--- src/rtl/ne_layer_sched_ctrl_p26.sv ---
// ne_layer_sched_ctrl_p26: load/iteration/layer row sequencer with write-back delay line; define EARLY_TERM_EN for parity-based early termination
module ne_layer_sched_ctrl_p26 #(
  parameter int ROWDEPTH       = 20,
  parameter int ROWWIDTH       = 5,
  parameter int LAYERS         = 2,
  parameter int MAXITRS        = 10,
  parameter int ITRWIDTH       = 4,
  parameter int PIPESTAGES     = 13,
  parameter int PIPECOUNTWIDTH = 4,
  parameter int LOADDEPTH      = 17
) (
  input  logic                clk,
  input  logic                rst,
  input  logic                loaden,
  input  logic                start,
`ifdef EARLY_TERM_EN
  input  logic                hd_parity_ok,
  output logic                early_term,
`endif
  output logic [4:0]          load_address,
  output logic                rd_en,
  output logic [ROWWIDTH-1:0] rd_address,
  output logic                rd_layer,
  output logic                rd_lastrow,
  output logic                wr_en,
  output logic [ROWWIDTH-1:0] wr_address,
  output logic                wr_layer,
  output logic [ITRWIDTH-1:0] itr,
  output logic                first_itr,
  output logic                busy,
  output logic                decoder_ready
);
  typedef enum logic [2:0] {IDLE, LOAD, READY, READ, DRAIN, DONE} state_t;
  localparam logic [4:0]                LOAD_LAST  = 5'(LOADDEPTH - 1);
  localparam logic [ROWWIDTH-1:0]       ROW_LAST   = ROWWIDTH'(ROWDEPTH - 1);
  localparam logic [PIPECOUNTWIDTH-1:0] DRAIN_LAST = PIPECOUNTWIDTH'(PIPESTAGES - 1);
  localparam logic [ITRWIDTH-1:0]       ITR_LAST   = ITRWIDTH'(MAXITRS - 1);
  localparam logic                      LAYER_LAST = 1'(LAYERS - 1);
  state_t                    state, nxt;
  logic [4:0]                load_cnt;
  logic [ROWWIDTH-1:0]       row;
  logic [PIPECOUNTWIDTH-1:0] dcnt;
  logic [ITRWIDTH-1:0]       itr_q;
  logic                      layer;
  logic [PIPESTAGES-1:0]     d_en, d_layer;
  logic [ROWWIDTH-1:0]       d_addr [PIPESTAGES];
  logic                      row_last, drain_last, layer_last, itr_last, et_hit;
  assign row_last   = row == ROW_LAST;
  assign drain_last = dcnt == DRAIN_LAST;
  assign layer_last = layer == LAYER_LAST;
  assign itr_last   = itr_q == ITR_LAST;
`ifdef EARLY_TERM_EN
  logic et_q;
  assign et_hit     = hd_parity_ok && !itr_last;
  assign early_term = et_q;
  always_ff @(posedge clk) begin
    if (rst) et_q <= 1'b0;
    else if (state == DRAIN && drain_last && layer_last && et_hit) et_q <= 1'b1;
    else if (state == DONE && loaden) et_q <= 1'b0;
  end
`else
  assign et_hit = 1'b0;
`endif
  always_ff @(posedge clk) begin
    if (rst) state <= IDLE;
    else state <= nxt;
  end
  always_comb begin
    nxt = state;
    case (state)
      IDLE, DONE: nxt = loaden ? LOAD : state;
      LOAD:       nxt = (loaden && load_cnt == LOAD_LAST) ? READY : LOAD;
      READY:      nxt = start ? READ : READY;
      READ:       nxt = row_last ? DRAIN : READ;
      DRAIN:      nxt = !drain_last ? DRAIN : (layer_last && (itr_last || et_hit)) ? DONE : READ;
      default:    nxt = IDLE;
    endcase
  end
  always_comb begin
    rd_en         = state == READ;
    busy          = state == READ || state == DRAIN;
    decoder_ready = state == DONE;
    first_itr     = busy && itr_q == '0;
    load_address  = load_cnt;
    rd_address    = row;
    rd_layer      = layer;
    rd_lastrow    = row == ROW_LAST;
    itr           = itr_q;
    wr_en         = d_en[PIPESTAGES-1];
    wr_address    = d_addr[PIPESTAGES-1];
    wr_layer      = d_layer[PIPESTAGES-1];
  end
  always_ff @(posedge clk) begin
    if (rst) begin
      load_cnt <= '0;
      row      <= '0;
      dcnt     <= '0;
      itr_q    <= '0;
      layer    <= 1'b0;
    end else begin
      if ((state == IDLE || state == DONE) && loaden) load_cnt <= 5'd1;
      else if (state == LOAD && loaden && load_cnt != LOAD_LAST) load_cnt <= load_cnt + 5'd1;
      else if (state == READY && start) load_cnt <= '0;
      if (state == READ) row <= row_last ? '0 : row + 1'b1;
      if (state == DRAIN) dcnt <= drain_last ? '0 : dcnt + 1'b1;
      if (state == READY && start) begin
        itr_q <= '0;
        layer <= 1'b0;
      end else if (state == DRAIN && nxt == READ) begin
        layer <= layer_last ? 1'b0 : layer + 1'b1;
        itr_q <= layer_last ? itr_q + 1'b1 : itr_q;
      end
    end
  end
  always_ff @(posedge clk) begin
    if (rst) begin
      d_en    <= '0;
      d_layer <= '0;
      for (int i = 0; i < PIPESTAGES; i++) d_addr[i] <= '0;
    end else begin
      d_en      <= {d_en[PIPESTAGES-2:0], rd_en};
      d_layer   <= {d_layer[PIPESTAGES-2:0], rd_layer};
      d_addr[0] <= rd_address;
      for (int i = 1; i < PIPESTAGES; i++) d_addr[i] <= d_addr[i-1];
    end
  end
endmodule

--- config.mk ---
export PLATFORM = sky130hd
export DESIGN_NAME = ne_layer_sched_ctrl_p26
export DESIGN_NICKNAME = d
export VERILOG_FILES = /design/src/rtl/ne_layer_sched_ctrl_p26.sv
export SDC_FILE = /design/constraint.sdc
export NUM_CORES = 1
export LEC_CHECK = 0
export CAP_MARGIN = 20
export CELL_PAD_IN_SITES_DETAIL_PLACEMENT = 0
export CELL_PAD_IN_SITES_GLOBAL_PLACEMENT = 1
export CORE_ASPECT_RATIO = 0.7
export CORE_MARGIN = 2
export CORE_UTILIZATION = 45
export DETAILED_ROUTE_END_ITERATION = 16
export HOLD_SLACK_MARGIN = 0.03
export PLACE_DENSITY_LB_ADDON = 0.1
export RECOVER_POWER = 100
export SYNTH_ARGS = -nofsm -noshare
export SYNTH_HDL_FRONTEND = slang
export SYNTH_SLANG_ARGS = --single-unit
--- constraint.sdc ---
create_clock -name clk -period 1.85 [get_ports clk]
set_input_delay 0.37 -clock clk [delete_from_list [all_inputs] [get_ports clk]]
set_output_delay 0.37 -clock clk [all_outputs]
set_load 0.005 [all_outputs]
==> flow_summary.json, run 1 <==
{
  "status": "complete, no violations",
  "p_int_uw": 4690,
  "ys_types": 49,
  "start_util": 0.4684,
  "critPathArrivalTime_ns": 1.43,
  "fin_util": 0.6120,
  "final_cell_mix": "109 x dfxtp_1, 94 x nor2b_1, 24 x clkdlybuf4s50_1, 17 x clkbuf_16",
  "core_region_area_um2": 7939,
  "pwr-share-seq": 0.422,
  "setup_viol": 0,
  "cts.path.max_buffers": 2,
  "p_comb_frac": 0.017,
  "viasPerCell": 4.585,
  "ys_warn_count": 0,
  "gr-total-overflow": 0,
  "postSynth.asyncResetShare": 0,
  "grt_pass1_wl_mm": 10.43,
  "finalSetupTns_ns": 0,
  "clockPowerShare": 0.561,
  "cp-end-kind": "output pin",
  "synth_edf_count": 0,
  "port_buffers": 30,
  "fp.dieW_um": 112.7,
  "post-dp-hpwl_mm": 3.774,
  "synth_top_cell_by_area": "dfxtp_1",
  "power_leakage_uw": 0.001981,
  "gp_congestion": 0.7944,
  "antenna_found_initial": 0,
  "hold_class": "reg -> reg",
  "nets": 407,
  "yosysSeqAreaShare": 0.6083,
  "clock-sinks": 113,
  "worst_pin_slew_ns": 1.285,
  "h-tree-depth": 4,
  "clk_pin_slew_ns": 0.05,
  "slew_headroom": 0.1432,
  "rows": 27,
  "areaGrowthSynthToFinish_pct": 30.65,
  "grt_setup_unrepaired": "true",
  "die_area_um2": 9018,
  "ys_seq_elements": 113,
  "final_common_cell": "dfxtp_1",
  "grt_start_max_net_pins": 43,
  "crit_type": "reg -> out",
  "routed_wl_mm": 6.125,
  "fin_area_um2": 4858,
  "vias": 2334,
  "p_sw_frac": 0.1908,
  "synth_nets": 352,
  "cp_data_required_time_ns": 1.48,
  "timing.final.crit_period_ns": 1.801,
  "insertion_delay_ns": 0.39,
  "cts-root-buf": "clkbuf_16",
  "synth_cells": 340,
  "start_kind": "flip-flop",
  "netSwitchingPower_uw": 1106,
  "placed_cell_area_um2": 4179,
  "ir_drop_uv": 880.4,
  "post-route-period-util": 0.9734,
  "skew_ns": 0.005416,
  "cp_max_fo": 10,
  "yosys_most_used_dff": "dfxtp_1",
  "yosys.area.top_type_share": 0.6083,
  "cap_viol_max_count": 0,
  "drtAntennaViolNets": 0,
  "synth_area_leaders": "dfxtp_1 61%, nor2b_1 16%, ha_1 2.7%",
  "grt_util_all_layers": 0.1525,
  "syn-cell-area_um2": 3719,
  "max_freq_ghz": 0.5553,
  "fin_cells": 509,
  "tritoncts": "done",
  "die_y_um": 80.06,
  "firstDrtPassIters": 4,
  "hold_violations": 0,
  "io_pins": 31,
  "drive_above_1_share": 0.1667,
  "grt_pass1_vias": 2179,
  "antenna_cells": 0,
  "remaining_drc_errors": 0,
  "syn_avg_cell_area_um2": 10.94,
  "p_per_area_nw_per_um2": 1193,
  "detail_route.iter0.violations": 111,
  "numCtsBuffers": 17,
  "slew_violations": 0,
  "post_drt_wl_per_cell_um": 12.03,
  "dp.cells": 469
}
## cell usage after synthesis (2+ instances only)
cell type	number
buf_2	2
xnor2_1	2
or3_1	2
o21ai_1	2
and3_1	2
and4bb_1	3
a31oi_1	3
nor3b_1	2
a21oi_1	13
clkbuf_1	11
nand3_1	6
xor2_1	3
a21oi_2	2
nand2_1	10
nor2b_1	94
buf_6	2
and2_1	2
nand4b_1	2
ha_1	8
o21ai_0	4
nand4_1	2
nor3_1	2
dfxtp_1	113
inv_1	9
nor2_1	15
## area by class of cell
cell class	instances	area, um2
fillers	663	3080
flip-flops and latches	113	2267
multi-input cells	202	1361
clock buffers	22	474.2
repair buffers	51	459.2
clock inverters	10	132.6
well taps	101	126.4
inverters	10	37.54
## power groups by stage
stage / Clock (uW) / Sequential (uW) / Combinational [uW]
finish: 3250 / 2450 / 99.1
CTS: 3320 / 2450 / 102
global placement: 0 / 2490 / 93.8
detailed placement: 0 / 2500 / 95.7
floorplan: 0 / 2500 / 61.7
global route: 3440 / 2440 / 111
## through the flow
| stage | total power, uW | setup slack [ns] | hold WS (ns) |
|---|---|---|---|
| 2_1_floorplan | 2558 | 0.3867 | 0.4138 |
| 3_3_place_gp | 2589 | 0.07332 | 0.4155 |
| 3_5_place_dp | 2591 | 0.02441 | 0.4218 |
| 4_1_cts | 5870 | 0.01819 | 0.3291 |
| 5_1_grt | 5999 | -0.02111 | 0.4413 |
| 6_report | 5796 | 0.04915 | 0.4283 |
## kinds of logic after synthesis
| family | synth area share |
|---|---|
| simple gates | 0.2621 |
| flops | 0.6083 |
| compound gates | 0.05822 |
| buf+inv | 0.02994 |
| fa+ha+maj | 0.02692 |
| xor+xnor | 0.01178 |
| mux | 0.002692 |
## sequential cells by signal (all words and copies together) (netlist names), 3 cells and up
| name | cells |
|---|---|
| dcnt | 4 |
| rd_address | 5 |
| load_address | 5 |
| itr | 4 |
| d_addr | 65 |
| d_en | 13 |
| d_layer | 13 |
| state | 3 |
## final timing paths
check / start / endpoint / slack (ns) / cells after the start
max: state[2]$_SDFF_PP0_ / decoder_ready / 0.05 / 4
min: d_addr[1][4]$_SDFF_PP0_ / d_addr[1][9]$_SDFF_PP0_ / 0.43 / 1
max reg2reg: state[2]$_SDFF_PP0_ / dcnt[3]$_SDFFE_PP0N_ / 0.22 / 6
min reg2reg: d_addr[1][4]$_SDFF_PP0_ / d_addr[1][9]$_SDFF_PP0_ / 0.43 / 1
## worst max-delay path, stage by stage (launching register included)
cell and delay (ns):
dfxtp_2 0.33, buf_4 0.13, buf_6 0.13, and3b_1 0.19, dlygate4sd2_1 0.26
## per-layer routing
| layer | global-route usage | share of wire | routed length, um | vias to the layer above |
|---|---|---|---|---|
| li1 | - | - | - | 1219 |
| met1 | 0.2005 | 0.52 | 3202 | 1076 |
| met2 | 0.2126 | 0.43 | 2604 | 34 |
| met3 | 0.06642 | 0.040 | 247 | 5 |
| met4 | 0.07683 | 0.011 | 70 | 0 |
| met5 | 0 | 0 | 0 | - |
## timing repair
item,4_1_cts,5_1_grt
gates cloned,0,0
endpoints found under the setup margin,5,2
hold buffers,0,0
setup buffers,7,1
pin swaps,3,0
resized for setup,17,3
Power figures use the tool's default switching activity.
==> run 2, diff against run 1 <==
==> constraint.sdc (replaced) <==
create_clock -name clk -period 1.85 [get_ports clk]
set_input_delay 0.37 -clock clk [delete_from_list [all_inputs] [get_ports clk]]
set_output_delay 0.37 -clock clk [all_outputs]
set_load 0.1 [all_outputs]
==> run 2 against run 1 <==
Global-route usage fell by 0.74 points. The run now ends with negative setup slack left. Combinational power rose by 11%. Worst setup slack got worse by 0.15 ns. Sequential cell count did not move. Critical path depth did not move. Critical endpoint is now first_itr. Non-clock buffer count fell by 10. Critical path type unchanged. Via count fell by 1.6%. Highest routed layer unchanged.
==> flow_summary.json, run 2 (same netlist as run 1, synthesis figures left out) <==
{
  "final_common_cell": "dfxtp_1",
  "hold_buffers": 0,
  "setup_viol": 2,
  "post-route-period-util": 1.052,
  "port_buffers": 30,
  "skew_ns": 0.004203,
  "largest_reg_flops": 65,
  "setup_ws_ns": -0.09601,
  "max_freq_ghz": 0.5139,
  "ir_drop_uv": 822.6,
  "antenna_found_initial": 0,
  "routed_wl_mm": 5.909,
  "die_area_um2": 9018,
  "path_cells": "or3b_4, nand2_8, and3_4, buf_12",
  "status": "finished, violations left",
  "critPathArrivalTime_ns": 1.58,
  "cp-end-kind": "output pin",
  "antenna_cells": 0,
  "crit_type": "reg -> out",
  "post-dp-hpwl_mm": 3.707,
  "tritoncts": "done",
  "top_register": "d_addr",
  "cap_viol_max_count": 0,
  "die_y_um": 80.06,
  "timing.final.crit_period_ns": 1.946,
  "clk_pin_slew_ns": 0.05,
  "p_per_area_nw_per_um2": 1205,
  "hold_violations": 0,
  "h-tree-depth": 4,
  "hold_class": "reg -> reg",
  "firstDrtPassIters": 5,
  "numCtsBuffers": 17,
  "slew_violations": 0,
  "critPathMaxStageDelay_ns": 0.42,
  "start_util": 0.4684,
  "io_pins": 31,
  "fin_util": 0.6020,
  "worst_pin_slew_ns": 0.7213,
  "viasPerCell": 4.601,
  "insertion_delay_ns": 0.39,
  "grt_setup_unrepaired": "true",
  "cp_data_required_time_ns": 1.48,
  "place_ws_ns": 0.1290,
  "remaining_drc_errors": 0,
  "gr-total-overflow": 0,
  "critPathBufInv": 1,
  "gp_congestion": 0.7739,
  "core_region_area_um2": 7939,
  "rows": 27,
  "start_kind": "flip-flop",
  "grt_pass1_wl_mm": 10.12,
  "grt_pass1_vias": 2154,
  "areaGrowthSynthToFinish_pct": 28.53,
  "grt_util_all_layers": 0.1451,
  "cts-root-buf": "clkbuf_16",
  "slew_headroom": 0.5192,
  "detail_route.iter0.violations": 162,
  "drtAntennaViolNets": 0,
  "vias": 2296,
  "drive_above_1_share": 0.2035,
  "reg2reg_setup_slack_ns": 0.05,
  "post_drt_wl_per_cell_um": 11.84,
  "grt_start_max_net_pins": 38,
  "path_delay_family": "simple AND/OR/NAND/NOR gates",
  "fp.dieW_um": 112.7,
  "cts.path.max_buffers": 2,
  "power_leakage_uw": 0.001973,
  "clock-sinks": 113,
  "violations": "negative setup slack",
  "nets": 397,
  "cp_max_fo": 2,
  "final_cell_mix": "106 x dfxtp_1, 94 x nor2b_1, 18 x clkbuf_2, 17 x clkbuf_16, 15 x nor2_1",
  "largestRegisters": "d_addr x65, d_en x13, d_layer x13",
  "slowest_stage": "or3b_4"
}
run 2: cell count changes in the layout (fill, tap and decap cells not counted), sizes merged:
cell           before  now
clkinv              4    5
clkinvlp            3    1
clkdlybuf4s50      24    2
inv                10   11
dlygate4sd2         4    0
buf                20   18
clkbuf             25   43
run 2: area by class of cell:
class	instances	area, um2
clock buffers	22	464.2
well taps	101	126.4
flip-flops and latches	113	2278
repair buffers	41	382.9
clock inverters	10	132.6
multi-input cells	202	1358
inverters	10	37.54
fillers	664	3159
run 2: where the power goes:
group / switching (uW) / leakage (uW) / total, uW / internal [uW]
Combinational: 78.5 / 0.000764 / 110 / 31.4
Clock: 1030 / 0.000294 / 3200 / 2180
Sequential: 6.17 / 0.000915 / 2440 / 2440
run 2: path summary, 6_finish.rpt:
path / endpoint / start / depth (start not counted)
max: first_itr / state[2]$_SDFF_PP0_ / 4
min: d_addr[6][1]$_SDFF_PP0_ / d_addr[5][6]$_SDFF_PP0_ / 1
max reg2reg: itr[2]$_SDFFE_PP0P_ / state[2]$_SDFF_PP0_ / 5
min reg2reg: d_addr[6][1]$_SDFF_PP0_ / d_addr[5][6]$_SDFF_PP0_ / 1
run 2: repair_timing:
action	4_1_cts	5_1_grt
endpoints found under the setup margin	4	2
endpoints found under the hold margin	0	0
buffers inserted	2	1
pin swaps	1	1
resized for setup	4	1
run 2: layer usage:
| metal | routed length, um | vias to the layer above | GRT usage | part of all wire |
|---|---|---|---|---|
| met5 | 0 | - | 0 | 0 |
| met4 | 70 | 0 | 0.08293 | 0.012 |
| met3 | 210 | 10 | 0.04679 | 0.036 |
| met2 | 2597 | 37 | 0.2138 | 0.44 |
| met1 | 3031 | 1051 | 0.1883 | 0.51 |
| li1 | - | 1198 | - | - |
run 2: through the flow:
stage | TNS [ns] | instance area, um2 | power [uW] | std cells | hold WS (ns)
after floorplan | 0 | 3766 | 2573 | 340 | 0.4138
after global placement | 0 | 4372 | 2612 | 464 | 0.4161
final | -0.1105 | 4780 | 5758 | 499 | 0.4297
after detailed placement | 0 | 4372 | 2614 | 464 | 0.4204
after global routing | -0.4457 | 4780 | 5968 | 499 | 0.4449
after CTS | -0.1087 | 5000 | 5846 | 498 | 0.3839
